## src/rtl/bs_sequencer.sv

```systemverilog
// Microcoded sequencer for the bit-serial interpolation datapath y <- y*d + x*(1-d).
// Holds pc, multiply phase and serial bit counter; decodes the fixed microcode ROM into datapath strobes.
module bs_sequencer #(
  parameter int WIDTH = 8,
  parameter int PC_W  = 3,
  // Entry i occupies bits [3*i+2:3*i]; one octal digit per entry, entry 0 rightmost.
  parameter logic [3*(2**PC_W)-1:0] ROM = 24'o64312170
) (
  input  logic                     i_clk,
  input  logic                     i_rst,
  input  logic                     i_start,
  input  logic                     i_mul_done,
  output logic [PC_W-1:0]          o_pc,
  output logic [2:0]               o_op,
  output logic                     o_con_pcincr,
  output logic                     o_load,
  output logic                     o_mul_go,
  output logic                     o_mul_sel,
  output logic                     o_add_en,
  output logic [$clog2(WIDTH)-1:0] o_bit_idx,
  output logic                     o_busy,
  output logic                     o_result_valid,
  output logic                     o_err
);

  localparam int CNT_W = $clog2(WIDTH);

  typedef enum logic [2:0] {
    OP_WAITON  = 3'b000,
    OP_STALL   = 3'b001,
    OP_MULYD   = 3'b010,
    OP_MULX1D  = 3'b011,
    OP_ADD     = 3'b100,
    OP_RSV     = 3'b101,
    OP_WAITOFF = 3'b110,
    OP_LOAD    = 3'b111
  } op_e;

  typedef enum logic {
    PH_ISSUE = 1'b0,
    PH_WAIT  = 1'b1
  } phase_e;

  logic [PC_W-1:0]  pc;
  phase_e           phase;
  logic [CNT_W-1:0] cnt;
  logic             err;
  op_e              op;
  logic             pc_incr;
  logic             is_mul;

  assign op     = op_e'(ROM[3*int'(pc) +: 3]);
  assign is_mul = (op == OP_MULYD) || (op == OP_MULX1D);

  always_comb begin
    // NOTE: default first so every path assigns pc_incr; otherwise a latch is inferred.
    pc_incr = 1'b0;
    case (op)
      OP_WAITON:            pc_incr = i_start;
      OP_LOAD,
      OP_STALL,
      OP_RSV:               pc_incr = 1'b1;
      OP_MULYD, OP_MULX1D:  pc_incr = (phase == PH_WAIT) && i_mul_done;
      OP_ADD:               pc_incr = (cnt == CNT_W'(WIDTH - 1));
      OP_WAITOFF:           pc_incr = !i_start;
      default:              pc_incr = 1'b0;
    endcase
  end

  // NOTE: state uses non-blocking assignments so every register samples pre-edge values.
  always_ff @(posedge i_clk) begin
    if (i_rst) begin
      pc    <= '0;
      phase <= PH_ISSUE;
      cnt   <= '0;
      err   <= 1'b0;
    end else begin
      if (pc_incr) pc <= pc + PC_W'(1);
      case (op)
        OP_MULYD, OP_MULX1D: begin
          // A done pulse seen during ISSUE belongs to nothing we launched.
          if (phase == PH_ISSUE)  phase <= PH_WAIT;
          else if (i_mul_done)    phase <= PH_ISSUE;
        end
        OP_ADD:  cnt <= pc_incr ? '0 : cnt + CNT_W'(1);
        OP_RSV:  err <= 1'b1;
        default: ;
      endcase
    end
  end

  assign o_pc           = pc;
  assign o_op           = op;
  assign o_con_pcincr   = pc_incr;
  assign o_load         = (op == OP_LOAD);
  // Launch and shift strobes are gated by reset so they drop in the reset cycle itself.
  assign o_mul_go       = is_mul && (phase == PH_ISSUE) && !i_rst;
  assign o_mul_sel      = (op == OP_MULX1D);
  assign o_add_en       = (op == OP_ADD) && !i_rst;
  assign o_bit_idx      = cnt;
  assign o_busy         = (pc != '0);
  assign o_result_valid = (op == OP_WAITOFF);
  assign o_err          = err;

endmodule

```

## config.mk

```make
export PLATFORM = sky130hd
export DESIGN_NAME = bs_sequencer
export DESIGN_NICKNAME = d
export VERILOG_FILES = /design/src/rtl/bs_sequencer.sv
export SDC_FILE = /design/constraint.sdc
export NUM_CORES = 1
export LEC_CHECK = 0
export CORE_MARGIN = 1.5
export CORE_UTILIZATION = 38
export CTS_CLUSTER_SIZE = 12
export DETAILED_ROUTE_END_ITERATION = 12
export HOLD_SLACK_MARGIN = 0.06
export PLACE_DENSITY = 0.7
export SYNTH_ARGS = -nofsm -noshare
export SYNTH_HDL_FRONTEND = slang
export SYNTH_SLANG_ARGS = --single-unit
```

## constraint.sdc

```tcl
create_clock -name i_clk -period 2.7 [get_ports i_clk]
set_clock_uncertainty 0.1 [all_clocks]
set_input_delay 0.54 -clock i_clk [delete_from_list [all_inputs] [get_ports i_clk]]
set_output_delay 0.54 -clock i_clk [all_outputs]
set_load 0.1 [all_outputs]
```

==> impl_metrics.xml <==
<?xml version="1.0" encoding="UTF-8"?>
<metrics>
  <group name="floorplanning">
    <metric name="die_w" unit="um">41.8</metric>
    <metric name="core-area" unit="mm^2">0.00135</metric>
    <metric name="die-area" unit="mm^2">0.00175</metric>
    <metric name="initial_core_util" unit="">0.424</metric>
    <metric name="io_pins" unit="">21</metric>
    <metric name="vertical_die_dimension" unit="um">41.8</metric>
    <metric name="row_count" unit="">13</metric>
  </group>
  <group name="yosys">
    <metric name="syn_area_per_cell" unit="um^2">8.68</metric>
    <metric name="synth_cells" unit="">66</metric>
    <metric name="dominant_combinational_cell_family_by_area_after_synthesis" unit="">simple AND/OR/NAND/NOR gates</metric>
    <metric name="yosys_warnings" unit="">0</metric>
    <metric name="post_synth_most_frequent_cells" unit="">8 x dfxtp_1, 7 x nor2_1, 5 x ha_1, 5 x inv_1, 4 x nand2_1</metric>
    <metric name="synth_sequential_area_ratio" unit="">0.279</metric>
    <metric name="synth_cell_types" unit="">33</metric>
    <metric name="synthAdderAreaFrac" unit="">0.109</metric>
    <metric name="synth_nets" unit="">75</metric>
    <metric name="synth_simple_gate_area_share" unit="">0.310</metric>
    <metric name="netlist_area" unit="um^2">573</metric>
    <metric name="most_frequent_cell_after_synthesis" unit="">dfxtp_1</metric>
    <metric name="compound_gate_fraction_of_synth_area" unit="">0.153</metric>
    <metric name="ys_async_sr_fraction" unit="">0</metric>
    <metric name="ys_ff_latch" unit="">8</metric>
    <metric name="synth.area.mux_share" unit="">0.0546</metric>
    <metric name="synthFlopType" unit="">dfxtp_1</metric>
    <metric name="synth-edff-count" unit="">0</metric>
    <metric name="netlist.top_cell.by_area" unit="">dfxtp_1</metric>
    <metric name="synth_xor_area_frac" unit="">0</metric>
    <metric name="synthTopCellsByArea" unit="">dfxtp_1 28%, ha_1 11%, nor2_1 4.6%</metric>
    <metric name="yosys.area.top_type_share" unit="">0.279</metric>
  </group>
  <group name="global_routing">
    <metric name="gr-usage-all-layers" unit="">0.174</metric>
    <metric name="initial_antenna_violation_count" unit="">0</metric>
    <metric name="grt_first_pass_wirelength" unit="um">2300</metric>
    <metric name="grt_pass1_vias" unit="">490</metric>
    <metric name="grt_max_degree" unit="">15</metric>
    <metric name="grt_residual_overflow" unit="">0</metric>
  </group>
  <group name="cts">
    <metric name="clock_sinks" unit="">8</metric>
    <metric name="cts.htree.levels" unit="">1</metric>
    <metric name="cts_inserted_buffers" unit="">3</metric>
    <metric name="clk_latency" unit="ns">0.26</metric>
    <metric name="cts_tree" unit="">yes</metric>
    <metric name="path_clk_slew" unit="ns">0.06</metric>
    <metric name="cts.path.max_buffers" unit="">2</metric>
    <metric name="cts-hold-fix-buffers" unit="">0</metric>
    <metric name="cts.root.buffer_cell" unit="">clkbuf_4</metric>
  </group>
  <group name="critical_path">
    <metric name="worstSetupPathType" unit="">reg2out</metric>
    <metric name="crit_arrival" unit="ns">1.96</metric>
    <metric name="cell_with_the_most_instances_on_the_worst_path" unit="">nor2_4</metric>
    <metric name="critPathLaunchType" unit="">flip-flop</metric>
    <metric name="critPathMaxFanout" unit="">7</metric>
    <metric name="crit_slowest_cell" unit="">or4_4</metric>
    <metric name="required" unit="ns">2.06</metric>
    <metric name="r2r_setup_slack" unit="ns">0.66</metric>
    <metric name="critPathCaptureType" unit="">output pin</metric>
    <metric name="critPathMaxStageDelay" unit="ns">0.56</metric>
    <metric name="path_cells" unit="">inv_1 -&gt; ha_4 -&gt; or4_4 -&gt; nor2_4 -&gt; nor2_4 -&gt; buf_12</metric>
  </group>
  <group name="drt">
    <metric name="route.detailed.wl_per_inst" unit="um">13.8</metric>
    <metric name="drt-total-wl" unit="um">1480</metric>
    <metric name="antenna_left" unit="">0</metric>
    <metric name="detail_route.drc_violations" unit="">0</metric>
    <metric name="via_per_inst" unit="">5.40</metric>
    <metric name="firstDrtPassIters" unit="">4</metric>
    <metric name="detailedRoute.firstIterationViolations" unit="">4</metric>
    <metric name="num_vias" unit="">578</metric>
  </group>
  <group name="finish">
    <metric name="multi_input_area" unit="um^2">437</metric>
    <metric name="final.fill_count" unit="">107</metric>
    <metric name="layout.area.seq" unit="um^2">169</metric>
    <metric name="final_nets" unit="">103</metric>
    <metric name="antenna-diode-count" unit="">0</metric>
    <metric name="area_growth_syn_to_layout" unit="%">70.3</metric>
    <metric name="drive_gt1_frac" unit="">0.511</metric>
  </group>
  <group name="placement">
    <metric name="finalWeightedCongestion" unit="">0.772</metric>
    <metric name="placement.io_buffers" unit="">20</metric>
    <metric name="post-dp-hpwl" unit="um">1130</metric>
  </group>
  <group name="timing">
    <metric name="setup_violations" unit="">0</metric>
    <metric name="period_needed" unit="ns">2.60</metric>
    <metric name="tightest_slew" unit="ns">0.320</metric>
    <metric name="timing.slew.headroom" unit="">0.786</metric>
    <metric name="final_min_period_over_clock_period" unit="">0.964</metric>
    <metric name="finalHoldViolCount" unit="">0</metric>
    <metric name="hold-worst-slack" unit="ns">0.390</metric>
    <metric name="max_clock_freq" unit="MHz">384</metric>
    <metric name="final-max-slew-violation-count" unit="">0</metric>
  </group>
  <group name="flow_run">
    <metric name="max-cap-violations" unit="">0</metric>
  </group>
  <group name="run_status">
    <metric name="status" unit="">finished, final reports clean</metric>
  </group>
  <group name="worst_hold_path">
    <metric name="min_delay_path_class" unit="">reg2reg</metric>
  </group>
</metrics>
[through the flow]
stage	util	TNS (ns)	area (um^2)	std cells	setup WS, ns
after floorplan	-	-0.433	647	66	-0.196
after global placement	0.680	0	918	101	0.213
after detailed placement	0.680	0	918	101	0.211
after CTS	0.697	0	941	104	0.0202
after global routing	0.723	-0.00692	976	107	-0.00692
final	0.723	0	976	107	0.0975
[registers in the layout, summed over array words and instances, names as in the netlist]
name and flops:
o_bit_idx 3, o_pc 3, o_err 1, phase 1
[layout make-up]
cell class,count,share of cell area
Timing Repair Buffer,27,0.318
Sequential cell,8,0.173
Tap cell,15,0.0192
Inverter,5,0.0192
Clock buffer,3,0.0231
Multi-Input combinational cell,49,0.447
[kinds of logic (layout without fill, tap and decap cells)]
group	count (synthesis)	after routing
flip-flops	8	8
AND/OR/NAND/NOR	30	30
AO/OA/AOI/OAI	11	11
multiplexers	3	3
buffers and inverters	9	35
adder cells (fa/ha/maj)	5	5
[final timing paths]
kind,from,cells after the start,to
max,o_pc[1],6,o_con_pcincr
min,o_err,2,o_err
max reg2reg,o_pc[1],8,o_pc[0]
min reg2reg,o_err,2,o_err
[per-layer routing]
metal  track usage  share of wire  vias to the layer above
met5             0              0                        -
li1              -              -                      287
met1         0.221           0.45                      271
met2         0.256           0.48                       16
met4        0.0581          0.018                        0
met3        0.0826          0.049                        4
[repair_timing]
action,4_1_cts,5_1_grt
setup buffers,0,3
setup endpoints to repair,0,1
resized for setup,0,3
[layout by cell type (no fill, tap or decap), types with 2 or more instances in the layout]
cell type,count
buf_4,16
buf_12,8
inv_1,5
nor2_1,5
dfxtp_1,5
nand2_1,4
nor2_4,3
nor3_4,3
ha_1,3
clkbuf_4,3
clkdlybuf4s50_1,3
nor2b_1,2
o21ai_1,2
a32o_1,2
nand3_1,2
dfxtp_4,2
[critical path, delay by kind of cell (launching register included)]
kind | cells | cell delay [ns]
buf+inv | 2 | 0.26
flops | 1 | 0.39
fa+ha+maj | 1 | 0.28
simple gates | 3 | 0.76
Power is left out: the tool's default activity adds up to more than one toggle a clock period on the data nets, which glitch-free logic cannot reach.
